[src/rtl/dma_utils_pkg.sv]
// Shared types and defaults for the DMA channel arbiter.
// Holds the arbiter state encoding and the default channel count.
package dma_utils_pkg;

    localparam int DMA_NUM_CH = 4;

    typedef enum logic [2:0] {
        IDLE,
        GRANT,
        BUSY,
        DONE,
        DRAIN
    } dma_arb_st_t;

endpackage

[src/rtl/dma_rr_pick.sv]
// Round-robin picker: lowest requesting index at or after ptr, wrapping at N.
// Latency: combinational.
// Backpressure: none; vld is low when no request is present.
module dma_rr_pick #(
    parameter int N = 4
) (
    input  logic [N-1:0]         req,
    input  logic [$clog2(N)-1:0] ptr,
    output logic                 vld,
    output logic [$clog2(N)-1:0] idx
);

    localparam int IW = $clog2(N);

    int            j;
    logic [IW-1:0] cand;

    always_comb begin
        vld  = 1'b0;
        idx  = '0;
        j    = 0;
        cand = '0;
        for (int k = 0; k < N; k++) begin
            j = int'(ptr) + k;
            if (j >= N) begin
                j = j - N;
            end
            cand = IW'(j);
            if (!vld && req[cand]) begin
                vld = 1'b1;
                idx = cand;
            end
        end
    end

endmodule

[src/rtl/dma_ch_arb.sv]
// Shares one dma_fsm/streamer among NUM_CH channel CSR sets, round-robin; DMA_ARB_WDOG_EN adds a BUSY watchdog.
// Latency: go edge -> GRANT in 2 cycles, fsm_go_o one cycle later; grant-to-grant at least 5 cycles.
// Backpressure: the owner holds the datapath until fsm_done_i; other go edges stay pending meanwhile.
module dma_ch_arb
    import dma_utils_pkg::*;
#(
    parameter int NUM_CH      = DMA_NUM_CH,
    parameter int WDOG_CYCLES = 65535
) (
    input  logic                      clk,
    input  logic                      rst,
    input  logic [NUM_CH-1:0]         ch_go_i,
    input  logic [NUM_CH-1:0]         ch_abort_i,
    input  logic                      fsm_done_i,
    input  logic                      fsm_error_i,
    output logic                      fsm_go_o,
    output logic                      fsm_abort_o,
    output logic [$clog2(NUM_CH)-1:0] sel_ch_o,
    output logic [NUM_CH-1:0]         ch_busy_o,
    output logic [NUM_CH-1:0]         ch_done_o,
    output logic [NUM_CH-1:0]         ch_err_o
);

    localparam int                IW  = $clog2(NUM_CH);
    localparam logic [NUM_CH-1:0] ONE = {{(NUM_CH-1){1'b0}}, 1'b1};

    dma_arb_st_t       state, state_n;
    logic [NUM_CH-1:0] go_q, pending, go_rise, sel_oh, own_mask, grant_clr, abort_clr;
    logic [IW-1:0]     sel_q, rr_ptr, pick_idx;
    logic              pick_vld, grant_en, err_q, abort_q, wdog_hit;

    dma_rr_pick #(.N(NUM_CH)) u_pick (
        .req (pending),
        .ptr (rr_ptr),
        .vld (pick_vld),
        .idx (pick_idx)
    );

    assign grant_en  = (state == IDLE) && pick_vld;
    assign go_rise   = ch_go_i & ~go_q;
    assign sel_oh    = ONE << sel_q;
    assign own_mask  = (state == IDLE) ? '0 : sel_oh;
    assign grant_clr = grant_en ? (ONE << pick_idx) : '0;
    // Aborting the owner is routed to dma_fsm instead of touching its pending bit.
    assign abort_clr = ch_abort_i & ~own_mask;

`ifdef DMA_ARB_WDOG_EN
    localparam int WW = $clog2(WDOG_CYCLES + 1);

    logic [WW-1:0] wdog_cnt;

    always_ff @(posedge clk) begin
        if (rst || state != BUSY) begin
            wdog_cnt <= '0;
        end else if (!wdog_hit) begin
            wdog_cnt <= wdog_cnt + 1'b1;
        end
    end

    // Saturates, so the forced abort holds until dma_fsm reports done.
    assign wdog_hit = (state == BUSY) && (wdog_cnt == WW'(WDOG_CYCLES));
`else
    logic unused_wdog;

    assign unused_wdog = (WDOG_CYCLES > 0);
    assign wdog_hit    = 1'b0;
`endif

    always_comb begin
        state_n = state;
        case (state)
            IDLE:    if (pick_vld) state_n = GRANT;
            GRANT:   state_n = BUSY;
            BUSY:    if (fsm_done_i) state_n = DONE;
            DONE:    state_n = DRAIN;
            DRAIN:   if (!fsm_done_i) state_n = IDLE;
            default: state_n = IDLE;
        endcase
    end

    always_ff @(posedge clk) begin
        if (rst) begin
            state   <= IDLE;
            // Load the live level so go lines already high never look like an edge.
            go_q    <= ch_go_i;
            pending <= '0;
            rr_ptr  <= '0;
            sel_q   <= '0;
            err_q   <= 1'b0;
            abort_q <= 1'b0;
        end else begin
            state   <= state_n;
            go_q    <= ch_go_i;
            pending <= (pending & ~(grant_clr | abort_clr)) | go_rise;
            if (grant_en) begin
                sel_q <= pick_idx;
            end
            if (state == BUSY && (fsm_error_i || wdog_hit)) begin
                err_q <= 1'b1;
            end else if (state == DONE) begin
                err_q <= 1'b0;
            end
            // An abort seen only in the GRANT cycle must still reach dma_fsm in BUSY.
            if (state == GRANT) begin
                abort_q <= ch_abort_i[sel_q];
            end else if (state != BUSY) begin
                abort_q <= 1'b0;
            end
            if (state == DONE) begin
                rr_ptr <= (sel_q == IW'(NUM_CH - 1)) ? '0 : sel_q + 1'b1;
            end
        end
    end

    assign fsm_go_o    = (state == BUSY);
    assign fsm_abort_o = (state == BUSY) && (ch_abort_i[sel_q] || abort_q || wdog_hit);
    assign sel_ch_o    = sel_q;
    assign ch_busy_o   = own_mask;
    assign ch_done_o   = (state == DONE) ? sel_oh : '0;
    assign ch_err_o    = (state == DONE && err_q) ? sel_oh : '0;

endmodule

[config.mk]
export PLATFORM = sky130hd
export DESIGN_NAME = dma_ch_arb
export DESIGN_NICKNAME = d
export VERILOG_FILES = /design/src/rtl/dma_utils_pkg.sv /design/src/rtl/dma_rr_pick.sv /design/src/rtl/dma_ch_arb.sv
export SDC_FILE = /design/constraint.sdc
export NUM_CORES = 1
export LEC_CHECK = 0
export ABC_AREA = 1
export BUFFER_PORTS_ARGS = -buffer_cell sky130_fd_sc_hd__buf_2
export CORE_UTILIZATION = 47
export CTS_CLUSTER_DIAMETER = 60
export DETAILED_ROUTE_END_ITERATION = 12
export PLACE_DENSITY = 0.75
export SYNTH_ARGS = -nofsm -noshare
export SYNTH_HDL_FRONTEND = slang
export SYNTH_HIERARCHICAL = 1
export SYNTH_SLANG_ARGS = --single-unit
[constraint.sdc]
create_clock -name clk -period 1.6 [get_ports clk]
set_clock_uncertainty 0.1 [all_clocks]
set_input_delay 0.16 -clock clk [delete_from_list [all_inputs] [get_ports clk]]
set_output_delay 0.16 -clock clk [all_outputs]
set_load 0.1 [all_outputs]
==> out/results.md, run 1 <==
| Item | Reported |
|:---|:---|
| Pin count of the biggest net entering global routing | 14 |
| Share of synthesized area occupied by flip-flops and latches | 29.1% |
| Horiz. Die Dim | 51.9 um |
| Classification of the worst endpoint | register input |
| Error that ended the run | [ERROR GRT-0232] Routing congestion too high. Check the congestion heatmap in the GUI. |
| Result of the run | did not finish |
| TritonCTS Buffers | 3 |
| Synth warnings | 6 |
| Port-buffer cells | 27 |
| Most numerous cell in the Yosys netlist | nand2_1 |
| Final GP Congestion | 0.833 |
| Level count of the clock H-tree | 1 |
| Remaining Overflow, GRT | 15 |
| Main area contributors after synthesis | dfxtp_1 (29%), nand2_1 (15%), nand2_2 (8.6%) |
| Overall Global Routing Usage | 61.3% |
| Cell area after placement | 1700 um^2 |
| Effective utilization at floorplan | 51.3% |
| Cell area after technology mapping | 1170 um^2 |
| Post-synth ARST share | 0% |
| Failed at | 5_1_grt |
| Pre-CTS WS | -0.185 ns |
| Proportion of netlist area held by the largest area contributor | 29.1% |
| Post-synthesis cell count | 179 |
| DPL Wire Length | 2490 um |
| Last worst endpoint in the global-route repair_timing | pending[1]$_SDFF_PP0_/D |
| Register bit count reported by yosys | 17 |
| EDFF count, synth | 0 |
| Most common library cells after synthesis | nand2_1 (47), inv_1 (25), dfxtp_1 (17), nor2_1 (17), nand2_2 (16) |
| Post-synthesis area per instance | 6.53 um^2 |
| Clock Root Buffer | clkbuf_4 |
| DIE HEIGHT | 51.9 um |
| Maximum buffer depth of the clock tree | 2 |
| Largest area contributor in the netlist | dfxtp_1 |
| Std-Cell Rows | 17 |
| Number of distinct library cell variants in the gate-level netlist after synthesis | 24 |
| Number of placed I/O pins | 28 |
| Net count after synthesis | 195 |
| Sinks on the clock net | 17 |
| Top FF cell, synth | dfxtp_1 |
## repair_timing
item | in CTS
buffers inserted | 16
gates resized for setup | 36
hold buffers | 5
pin swaps | 24
hold endpoints to repair | 5
endpoints found under the setup margin | 21
## metal layers
metal  overflow  track usage, %
met5          0               0
met4          5            65.8
met3          0            33.9
met2         10            85.7
met1          0            60.4
## through the flow
step | instances | util [%]
floorplan | 179 | -
CTS | 265 | 89.1
detailed placement | 240 | 74.8
global placement | 240 | 74.8
## logic make-up after synthesis
logic type,share of synthesized area [%]
AO/OA/AOI/OAI,7.71
adder cells (fa/ha/maj),4.28
buffers and inverters,10.9
flip-flops,29.1
AND/OR/NAND/NOR,48.0
==> inputs of run 2 (changes only) <==
--- a/config.mk
+++ b/config.mk
@@ -7,10 +7,10 @@
 export LEC_CHECK = 0
 export ABC_AREA = 1
 export BUFFER_PORTS_ARGS = -buffer_cell sky130_fd_sc_hd__buf_2
-export CORE_UTILIZATION = 47
-export CTS_CLUSTER_DIAMETER = 60
+export CORE_AREA = 2 2 63 65
 export DETAILED_ROUTE_END_ITERATION = 12
-export PLACE_DENSITY = 0.75
+export DIE_AREA = 0 0 65 67
+export PLACE_DENSITY_LB_ADDON = 0.15
 export SYNTH_ARGS = -nofsm -noshare
 export SYNTH_HDL_FRONTEND = slang
 export SYNTH_HIERARCHICAL = 1
==> constraint.sdc (replaced) <==
create_clock -name clk -period 2.1 [get_ports clk]
set_clock_uncertainty 0.1 [all_clocks]
set_input_delay 0.21 -clock clk [delete_from_list [all_inputs] [get_ports clk]]
set_output_delay 0.21 -clock clk [all_outputs]
set_load 0.1 [all_outputs]
==> run 2 against run 1 <==
  * Synthesized area unchanged
  * Synthesized cell count unchanged
  * The run now ends clean
==> out/results.md, run 2 <==
| Item | Reported | Delta |
|:---|:---|:---|
| Cell area after technology mapping | 1170 um^2 | unchanged |
| Core area | 3610 um^2 |  |
| Clock latency at the later pin of the worst-skew pair | 0.25 ns |  |
| Largest area contributor in the netlist | dfxtp_1 |  |
| DIE HEIGHT | 67 um | +29% |
| Kind of end point of the critical path | primary output |  |
| Horiz. Die Dim | 65 um | +25% |
| Effective utilization at floorplan | 32.4% | -19 points |
| Stage delay of the slowest cell on the critical path | 0.43 ns |  |
| Number of nets still failing antenna checks after routing | 0 |  |
| Layout net count | 231 |  |
| Port-buffer cells | 27 | unchanged |
| Transition time of the tightest slew-check pin | 0.489 ns |  |
| Layout area overhead | 29.9% |  |
| Post-synthesis area per instance | 6.53 um^2 | unchanged |
| Cells along the critical path | nand2_1 > nor2_2 > inv_2 > nor2_2 > buf_2 |  |
| Result of the run | completed |  |
| Critical Path Fanout Max | 8 |  |
| CTS tree | yes |  |
| Maximum buffer depth of the clock tree | 2 | unchanged |
| Total power draw | 2.09 mW |  |
| Synth warnings | 6 | unchanged |
| Register bit count reported by yosys | 17 | unchanged |
| Fillers | 390 |  |
| Final WL | 2830 um |  |
| CP Data Required Time | 1.79 ns |  |
| Level count of the clock H-tree | 1 | unchanged |
| Antenna violations before repair | 0 |  |
| Count of maximum capacitance violations | 0 |  |
| Final antenna diode count | 0 |  |
| Mean routed wirelength per cell | 10.8 um |  |
| Sinks on the clock net | 17 | unchanged |
| Peak supply drop | 0.727 mV |  |
| Proportion of netlist area held by the largest area contributor | 29.1% | unchanged |
| Post-synthesis cell count | 179 | unchanged |
| DPL Wire Length | 2230 um | -11% |
| EDFF count, synth | 0 | unchanged |
| Data arrival time of the critical path | 1.68 ns |  |
| Cell leakage power | 0.766 nW |  |
| Share of synthesized area occupied by flip-flops and latches | 29.1% | unchanged |
| Most common cell after layout, fill and taps aside | nand2_1 |  |
| CP Class | flop to primary output |  |
| Clock-pin slew on the worst setup and hold paths | 0.07 ns |  |
| Die Area | 4360 um^2 |  |
| Net count after synthesis | 195 | unchanged |
| Clock share of power | 11.7% |  |
| Pins Over Slew Limit | 0 |  |
| Endpoints failing hold | 0 |  |
| Most frequent cell on the critical path | nor2_2 |  |
| Switching fraction of total power | 60.0% |  |
| DRT iter0 DRCs | 50 |  |
| Wire length of the first global-routing pass | 4710 um |  |
| Most common library cells after synthesis | nand2_1 (47), inv_1 (25), dfxtp_1 (17), nor2_1 (17), nand2_2 (16) |  |
| Max Freq | 501 MHz |  |
| Share of the clock period used by the worst path | 95.0% |  |
| Post-CTS repair timing setup buffer count | 0 | -16 |
| Top FF cell, synth | dfxtp_1 |  |
| Total negative slack | 0 ns |  |
| Leading cell types in the layout, fill and taps excluded | nand2_1 (46), inv_1 (25), buf_2 (22), nand2_2 (17), dfxtp_1 (15) |  |
| Number of placed I/O pins | 28 | unchanged |
| Per-cell via count in the routed design | 4.45 |  |
| Via count of the first global-routing pass | 1030 |  |
| Nature of the critical path startpoint | flop |  |
| Number of distinct library cell variants in the gate-level netlist after synthesis | 24 | unchanged |
| Internal power | 838 uW |  |
| Slowest CP cell | buf_2 |  |
| PD cells | 1380 nW/um^2 |  |
| Buf+Inv Stages, Crit Path | 2 |  |
| Slew margin rel. | 67.6% |  |
| Top flop regs | go_q: 4 flops, pending: 4 flops, state: 3 flops |  |
| Detailed-route DRC error count | 0 |  |
| 1st-pass router iterations | 4 |  |
| Worst hold path type | input pin to flop |  |
| Cell family with the largest share of critical-path delay | buffers and inverters |  |
| Most numerous cell in the Yosys netlist | nand2_1 |  |
| Worst setup slack after layout | 0.106 ns |  |
| Final Critical Period | 1.99 ns |  |
| Unrepaired setup endpoints after global routing | no |  |
| Final GP Congestion | 0.828 | -0.52% |
| Share of final-layout standard cells stronger than drive strength 1 | 36.4% |  |
| Post-synth ARST share | 0% | unchanged |
| Overall Global Routing Usage | 14.3% |  |
| TritonCTS Buffers | 3 | unchanged |
| # setup viols final | 0 |  |
| Flop pwr share | 22.1% |  |
| Pre-CTS WS | 0.249 ns | +0.434 ns |
| Pin count of the biggest net entering global routing | 14 |  |
| Clock Root Buffer | clkbuf_8 |  |
| Logic gate share of total power | 66.2% |  |
| Number of vias in the routed layout | 1165 |  |
| NetSw | 1.26 mW |  |
| Std-Cell Rows | 22 | +5 |
| Remaining Overflow, GRT | 0 |  |
| Main area contributors after synthesis | dfxtp_1 (29%), nand2_1 (15%), nand2_2 (8.6%) |  |
==> run 2: timing repair <==
action / 4_1_cts / 5_1_grt
hold buffers: 4 / 0
resized for setup: 4 / 1
endpoints found under the hold margin: 4 / 0
endpoints found under the setup margin: 4 / 1
==> run 2: logic make-up after synthesis <==
group | after synthesis | share of synthesized area, %
flip-flops | 17 | 29.1
adder cells (fa/ha/maj) | 4 | 4.28
buffers and inverters | 32 | 10.9
AO/OA/AOI/OAI | 16 | 7.71
AND/OR/NAND/NOR | 110 | 48.0
==> run 2: power groups by stage <==
stage          sequential [mW]  clock [mW]  combinational (mW)
6_report                 0.463       0.244                1.39
5_1_grt                  0.473       0.275                1.52
4_1_cts                  0.464       0.257                1.39
3_5_place_dp             0.471           0                1.38
3_3_place_gp             0.474           0                1.39
2_1_floorplan            0.602           0                1.03
==> run 2: layout make-up <==
class	count	area, um^2	area share, %
tap	48	60.1	3.96
clock buffer	3	41.3	2.72
multi-input combinational	130	753	49.6
timing repair buffer	33	203	13.4
sequential	17	343	22.6
clock inverter	1	5.00	0.330
inverter	30	113	7.42
==> run 2: worst reg2reg max path, stage by stage (launching register included) <==
cell      delay, ns
dfxtp_1        0.38
buf_4          0.18
nand2_2        0.07
nand3_2        0.11
nand2_4        0.07
nor2_4         0.14
nand3b_1       0.25
nand3_2        0.19
nor2_1         0.05
a211oi_1       0.20
==> run 2: worst paths after layout <==
check	start	endpoint	slack (ns)	cells past startpoint
worst max register to register	rr_ptr[0]	sel_ch_o[1]	0.27	9
worst max-delay path	state[0]	ch_done_o[0]	0.11	5
worst min-delay path	fsm_error_i	err_q	0.1	3
worst min register to register	err_q	err_q	0.36	2
==> run 2: routing by layer <==
metal / wire length [um] / global-route usage, %
met1: 1390 / 18.9
met2: 1340 / 22.8
met3: 60 / 2.87
met4: 39 / 5.85
met5: 0 / 0
==> run 2: per-stage QoR <==
stage	hold WS (ns)	cells	utilization [%]	instance area [um^2]
floorplan	0.138	179	-	1220
global placement	0.226	254	39.3	1420
detailed placement	0.229	254	39.3	1420
CTS	0.0939	262	42.0	1520
global route	0.127	262	42.1	1520
finish	0.0963	262	42.1	1520
Power figures use the tool's default switching activity.
==> inputs of run 3 (changes only) <==
--- a/config.mk
+++ b/config.mk
@@ -11,6 +11,7 @@
 export DETAILED_ROUTE_END_ITERATION = 12
 export DIE_AREA = 0 0 65 67
 export PLACE_DENSITY_LB_ADDON = 0.15
+export REMOVE_ABC_BUFFERS = 1
 export SYNTH_ARGS = -nofsm -noshare
 export SYNTH_HDL_FRONTEND = slang
 export SYNTH_HIERARCHICAL = 1
==> run 3 against run 2 <==
  * Worst hold slack better by 0.0072 ns
  * Cell count unchanged
  * Critical path depth is the same
  * Largest cell class unchanged
  * Worst setup slack better by 0.040 ns
  * Clock power is essentially flat
  * Sequential cell count is the same
==> out/results.md, run 3 (synthesized netlist as in run 2, its figures left out) <==
| Item | Reported | Delta |
|:---|:---|:---|
| CP Launch Point | state[0] |  |
| Max Freq | 512 MHz | +2.1% |
| Most common cell after layout, fill and taps aside | nand2_1 |  |
| NetSw | 1.22 mW | -3.3% |
| Antenna violations before repair | 0 | unchanged |
| Clock share of power | 12.0% | +0.3 points |
| Clock-pin slew on the worst setup and hold paths | 0.07 ns | about the same |
| Internal power | 828 uW | -1.2% |
| Clock latency at the later pin of the worst-skew pair | 0.25 ns | about the same |
| Worst setup slack after layout | 0.146 ns | +0.0403 ns |
| Top flop regs | go_q: 4 flops, pending: 4 flops, state: 3 flops |  |
| Pins Over Slew Limit | 0 | unchanged |
| Data arrival time of the critical path | 1.64 ns | -0.04 ns |
| Cell area after placement | 1360 um^2 | -3.9% |
| Die Area | 4360 um^2 | unchanged |
| Via count of the first global-routing pass | 1036 | +0.58% |
| Pin count of the biggest net entering global routing | 14 | unchanged |
| Slew margin rel. | 67.5% | -0.13 points |
| TritonCTS Buffers | 3 | unchanged |
| Std-Cell Rows | 22 | unchanged |
| # setup viols final | 0 | unchanged |
| Worst Hold Slack | 0.103 ns | +0.00715 ns |
| Share of final-layout standard cells stronger than drive strength 1 | 31.3% | -5.1 points |
| CP Class | flop to primary output |  |
| Beginning of the worst hold path | fsm_error_i |  |
| CTS tree | yes |  |
| Layout net count | 231 | unchanged |
| Clock Root Buffer | clkbuf_8 |  |
| Total power draw | 2.04 mW | -2.5% |
| Wire length of the first global-routing pass | 4590 um | -2.6% |
| Per-cell via count in the routed design | 4.40 | -1.1% |
| Leading cell types in the layout, fill and taps excluded | nand2_1 (47), inv_1 (25), buf_2 (25), nor2_1 (17), dfxtp_1 (17) |  |
| Detailed-route DRC error count | 0 | unchanged |
| Critical Path Fanout Max | 4 | -4 |
| Worst hold path type | input pin to flop |  |
| Switching fraction of total power | 59.5% | -0.52 points |
| Number of vias in the routed layout | 1152 | -1.1% |
| Final instance area | 1460 um^2 | -4.1% |
| Overall Global Routing Usage | 13.6% | -0.70 points |
| PD cells | 1400 nW/um^2 | +1.7% |
| Endpoints failing hold | 0 | unchanged |
| Core area | 3610 um^2 | unchanged |
| Final antenna diode count | 0 | unchanged |
| Sinks on the clock net | 17 | unchanged |
| Cell leakage power | 0.766 nW | about the same |
| Internal reg-to-reg setup slack | 0.31 ns | +0.04 ns |
| Startpoint of the lowest-slack register-to-register path | rr_ptr[1] |  |
| DRT iter0 DRCs | 39 | -22% |
| Nature of the critical path startpoint | flop |  |
| Pre-CTS WS | 0.304 ns | +0.0555 ns |
| Transition time of the tightest slew-check pin | 0.491 ns | +0.00190 ns |
| DPL Wire Length | 2190 um | -1.7% |
| Count of maximum capacitance violations | 0 | unchanged |
| Share of the clock period used by the worst path | 93.0% | -1.9 points |
| Number of nets still failing antenna checks after routing | 0 | unchanged |
| Effective utilization at floorplan | 32.4% | unchanged |
| Layout area overhead | 24.5% |  |
| Remaining Overflow, GRT | 0 | unchanged |
| Final GP Congestion | 0.792 | -4.5% |
| DIE HEIGHT | 67 um | unchanged |
| Post-CTS repair timing setup buffer count | 0 | unchanged |
| Logic gate share of total power | 65.6% | -0.6 points |
| Horiz. Die Dim | 65 um | unchanged |
| Final WL | 2660 um | -6.1% |
| Level count of the clock H-tree | 1 | unchanged |
| Flop pwr share | 22.4% | +0.3 points |
| Kind of end point of the critical path | primary output |  |
| Final Critical Period | 1.95 ns | -0.0403 ns |
| Unrepaired setup endpoints after global routing | no |  |
| CP Data Required Time | 1.79 ns | about the same |
| Final Core Density | 40.4% | -1.7 points |
| Mean routed wirelength per cell | 10.1 um | -6.1% |
| Maximum buffer depth of the clock tree | 2 | unchanged |
| Number of cells traversed by the worst register-to-register path | 15 | +6 |
| 1st-pass router iterations | 4 | unchanged |
| Hold Path Cell Cnt | 3 | unchanged |
| Peak supply drop | 0.591 mV | -19% |
| Worst hold endpoint | err_q |  |
| Port-buffer cells | 27 | unchanged |
| Reg-to-reg endpoint | pending[1] |  |
| Number of placed I/O pins | 28 | unchanged |
| Result of the run | completed |  |
[run 3: cell count changes in the layout (fill, tap and decap cells not counted), moves of 2 or more]
cell / previous run / this run
nor2_2: 4 / 2
nor2_4: 8 / 2
dfxtp_2: 2 / 0
buf_2: 22 / 25
dfxtp_1: 15 / 17
buf_4: 6 / 2
nor2_1: 9 / 17
[run 3: cell type report]
cell class                 count  area, um^2
fill                         405        2150
multi-input combinational    130         701
sequential                    17         340
timing repair buffer          33         195
inverter                      30         113
tap                           48        60.1
clock buffer                   3        41.3
clock inverter                 1        5.00
[run 3: worst max-delay path, cell delays in order (launching register included)]
cell,delay (ns)
dfxtp_1,0.41
nand2_1,0.11
nor2_2,0.20
nand2_1,0.15
nor2_1,0.10
buf_2,0.43
[run 3: per-layer routing]
metal  vias up  GRT usage, %  part of all wire [%]
met4         0          3.99                  0.94
met2         9          23.3                    48
li1        628             -                     -
met1       511          17.7                    49
met3         4          2.03                   1.5
met5         -             0                     0
[run 3: power by group through the flow]
stage	logic (mW)	registers (mW)	clock network (mW)
floorplan	0.969	0.603	0
global placement	1.35	0.469	0
detailed placement	1.34	0.468	0
CTS	1.35	0.461	0.254
global route	1.47	0.471	0.269
finish	1.34	0.458	0.244
[run 3: through the flow]
| step | instances | TNS [ns] |
|---|---|---|
| global route | 262 | 0 |
| detailed placement | 254 | 0 |
| CTS | 262 | 0 |
| floorplan | 177 | -7.53 |
| finish | 262 | 0 |
| global placement | 254 | 0 |
[run 3: worst max-delay path by stage]
stage                   endpoint  slack, ns
finish               ch_err_o[0]       0.15
global route         ch_err_o[0]      0.005
detailed placement    pending[1]       0.30
floorplan           ch_done_o[3]      -0.86
CTS                  ch_err_o[0]       0.12
global placement      pending[1]       0.30
[run 3: repair_timing]
item,in CTS,in global routing
hold buffers,4,0
endpoints found under the hold margin,4,0
endpoints found under the setup margin,0,2
gates resized for setup,0,2
==> inputs of run 4 (changes only) <==
--- a/config.mk
+++ b/config.mk
@@ -5,7 +5,6 @@
 export SDC_FILE = /design/constraint.sdc
 export NUM_CORES = 1
 export LEC_CHECK = 0
-export ABC_AREA = 1
 export BUFFER_PORTS_ARGS = -buffer_cell sky130_fd_sc_hd__buf_2
 export CORE_AREA = 2 2 63 65
 export DETAILED_ROUTE_END_ITERATION = 12
==> run 4 against run 3 <==
  * Die area stayed put
  * Sequential power is 18% lower
  * Sequential cell count stayed put
  * Synthesized cell count is 43% lower
  * Wire length is 12% lower
  * Critical path type unchanged
  * Largest power group is now registers
==> out/results.md, run 4 <==
| Item | Reported | Delta |
|:---|:---|:---|
| Final WL | 2340 um | -12% |
| TritonCTS Buffers | 3 | unchanged |
| Internal power | 589 uW | -29% |
| Cells along the critical path | and3b_2 > and3_1 > buf_12 |  |
| Worst hold path type | input pin to flop |  |
| Buf+Inv Stages, Crit Path | 1 | unchanged |
| Share of synthesized area occupied by flip-flops and latches | 36.0% | +6.9 points |
| CP Class | flop to primary output |  |
| Top flop regs | go_q: 4 flops, pending: 4 flops, state: 3 flops |  |
| Remaining Overflow, GRT | 0 | unchanged |
| Most numerous cell in the Yosys netlist | dfxtp_1 |  |
| Share of final-layout standard cells stronger than drive strength 1 | 31.3% | +0.035 points |
| Cell area after placement | 1260 um^2 | -7.2% |
| Sinks on the clock net | 17 | unchanged |
| Post-synthesis area per instance | 9.26 um^2 | +42% |
| Total negative slack | 0 ns | unchanged |
| Synth warnings | 6 | unchanged |
| Antenna violations before repair | 0 | unchanged |
| Clock latency at the later pin of the worst-skew pair | 0.25 ns | about the same |
| NetSw | 364 uW | -70% |
| Port-buffer cells | 27 | unchanged |
| Clock-pin slew on the worst setup and hold paths | 0.07 ns | about the same |
| Pre-CTS WS | 0.338 ns | +0.0339 ns |
| Clock Root Buffer | clkbuf_8 |  |
| Cell leakage power | 0.561 nW | -27% |
| Count of maximum capacitance violations | 0 | unchanged |
| 1st-pass router iterations | 4 | unchanged |
| Endpoints failing hold | 0 | unchanged |
| Final Critical Period | 1.96 ns | +0.00142 ns |
| Core area | 3610 um^2 | unchanged |
| Pin count of the biggest net entering global routing | 15 | +1 |
| Effective utilization at floorplan | 26.2% | -6.2 points |
| Post-synthesis cell count | 102 | -43% |
| Per-cell via count in the routed design | 4.62 | +5.1% |
| Transition time of the tightest slew-check pin | 0.489 ns | -0.00171 ns |
| Result of the run | completed |  |
| Fillers | 368 | -9.1% |
| EDFF count, synth | 0 | unchanged |
| Switching fraction of total power | 38.2% | -21 points |
| Storage element area | 342 um^2 | +0.37% |
| Via count of the first global-routing pass | 816 | -21% |
| DPL Wire Length | 1830 um | -16% |
| DRT iter0 DRCs | 30 | -23% |
| Stage delay of the slowest cell on the critical path | 0.63 ns | +0.20 ns |
| Peak supply drop | 0.308 mV | -48% |
| Combined area of the multi-input logic cells | 536 um^2 | -24% |
| Maximum buffer depth of the clock tree | 2 | unchanged |
| Most common cell after layout, fill and taps aside | buf_2 |  |
| Post-CTS repair timing setup buffer count | 0 | unchanged |
| PD cells | 703 nW/um^2 | -50% |
| Data arrival time of the critical path | 1.65 ns | about the same |
| Cell family with the largest share of critical-path delay | flip-flops |  |
| Unrepaired setup endpoints after global routing | no |  |
| Post-synth ARST share | 0% | unchanged |
| # setup viols final | 0 | unchanged |
| Proportion of netlist area held by the largest area contributor | 36.0% | +6.9 points |
| Slowest CP cell | dfxtp_1 |  |
| Top FF cell, synth | dfxtp_1 |  |
| DIE HEIGHT | 67 um | unchanged |
| CTS tree | yes |  |
| Layout area overhead | 43.6% |  |
| Final instance area | 1360 um^2 | -6.8% |
| Number of placed I/O pins | 28 | unchanged |
| CP Data Required Time | 1.79 ns | about the same |
| Detailed-route DRC error count | 0 | unchanged |
| Largest area contributor in the netlist | dfxtp_1 |  |
| Leading cell types in the layout, fill and taps excluded | buf_2 (17), dfxtp_1 (16), inv_1 (11), buf_12 (9) |  |
| Worst setup slack after layout | 0.145 ns | -0.00142 ns |
| Level count of the clock H-tree | 1 | unchanged |
| Max Freq | 511 MHz | about the same |
| Die Area | 4360 um^2 | unchanged |
| Final antenna diode count | 0 | unchanged |
| Register bit count reported by yosys | 17 | unchanged |
| Nature of the critical path startpoint | flop |  |
| Critical Path Fanout Max | 14 | +10 |
| Cell area after technology mapping | 945 um^2 | -19% |
| Number of vias in the routed layout | 841 | -27% |
| Mean routed wirelength per cell | 12.8 um | +27% |
| Slew margin rel. | 67.4% | -0.16 points |
| Kind of end point of the critical path | primary output |  |
| Final Core Density | 37.6% | -2.7 points |
| Clock share of power | 26.0% | +14 points |
| Pins Over Slew Limit | 0 | unchanged |
| Std-Cell Rows | 22 | unchanged |
| Share of the clock period used by the worst path | 93.1% | about the same |
| Flop pwr share | 39.4% | +17 points |
| Main area contributors after synthesis | dfxtp_1 (36%), ha_1 (5.3%), mux2i_1 (5.3%) |  |
| Logic gate share of total power | 34.6% | -31 points |
| Horiz. Die Dim | 65 um | unchanged |
| Most common library cells after synthesis | dfxtp_1 (17), inv_1 (11), a21oi_1 (8), nor2_1 (8), nand2b_1 (6) |  |
| Final GP Congestion | 0.849 | +7.3% |
| Wire length of the first global-routing pass | 3980 um | -13% |
| Number of nets still failing antenna checks after routing | 0 | unchanged |
| Overall Global Routing Usage | 12.1% | -1.5 points |
| Number of distinct library cell variants in the gate-level netlist after synthesis | 34 | +42% |
| Layout net count | 151 | -35% |
run 4: cell count changes in the layout (fill, tap and decap cells not counted), sizes merged, moves of 6 or more:
| cell | delta |
|---|---|
| nand3 | -13 |
| nand2 | -67 |
| nand2b | +6 |
| nor2 | -13 |
| inv | -18 |
run 4: through the flow:
step,cells,power [mW],hold slack (ns)
2_1_floorplan,97,0.623,0.138
3_3_place_gp,174,0.705,0.228
3_5_place_dp,174,0.709,0.231
4_1_cts,182,0.966,0.177
5_1_grt,182,1.01,0.198
6_report,182,0.954,0.181
run 4: cell families after synthesis:
logic type | after synthesis | share of synthesized area, %
AO/OA/AOI/OAI | 22 | 17.7
XOR/XNOR | 1 | 0.927
adder cells (fa/ha/maj) | 4 | 5.30
buffers and inverters | 17 | 7.42
flip-flops | 17 | 36.0
multiplexers | 6 | 7.68
AND/OR/NAND/NOR | 35 | 24.9
run 4: repair_timing:
item,in CTS,in global routing
hold buffers,4,0
resized for setup,0,3
endpoints found under the setup margin,0,10
hold endpoints to repair,4,0
run 4: per-layer routing:
layer | up-vias | global-route usage, % | part of all wire, %
li1 | 430 | - | -
met1 | 393 | 15.1 | 44
met2 | 16 | 21.1 | 52
met3 | 2 | 3.55 | 3.8
met4 | 0 | 1.60 | 0.26
met5 | - | 0 | 0
run 4: power groups by stage:
stage | clock network, mW | registers [mW] | logic, mW
4_1_cts | 0.258 | 0.376 | 0.332
2_1_floorplan | 0 | 0.408 | 0.215
3_3_place_gp | 0 | 0.383 | 0.322
6_report | 0.248 | 0.376 | 0.330
5_1_grt | 0.273 | 0.382 | 0.352
3_5_place_dp | 0 | 0.383 | 0.326
run 4: path summary, 6_finish.rpt:
kind | from | to | slack, ns | cells after the start
max | state[2] | ch_err_o[0] | 0.14 | 3
min | fsm_error_i | err_q | 0.18 | 3
max reg2reg | pending[1] | pending[3] | 0.33 | 6
min reg2reg | go_q[0] | pending[0] | 0.38 | 2
run 4: cell type report:
| class | count | area share [%] |
|---|---|---|
| multi-input cells | 68 | 39.5 |
| flip-flops and latches | 17 | 25.2 |
| repair buffers | 33 | 24.2 |
| well taps | 48 | 4.43 |
| inverters | 12 | 3.32 |
| clock buffers | 3 | 3.04 |
| clock inverters | 1 | 0.369 |
run 4: worst reg2reg max path: cells and delay by family (launching register included):
family	cells	cell delay [ns]
AND/OR/NAND/NOR	1	0.16
AO/OA/AOI/OAI	4	0.91
flip-flops	1	0.39
buffers and inverters	1	0.09
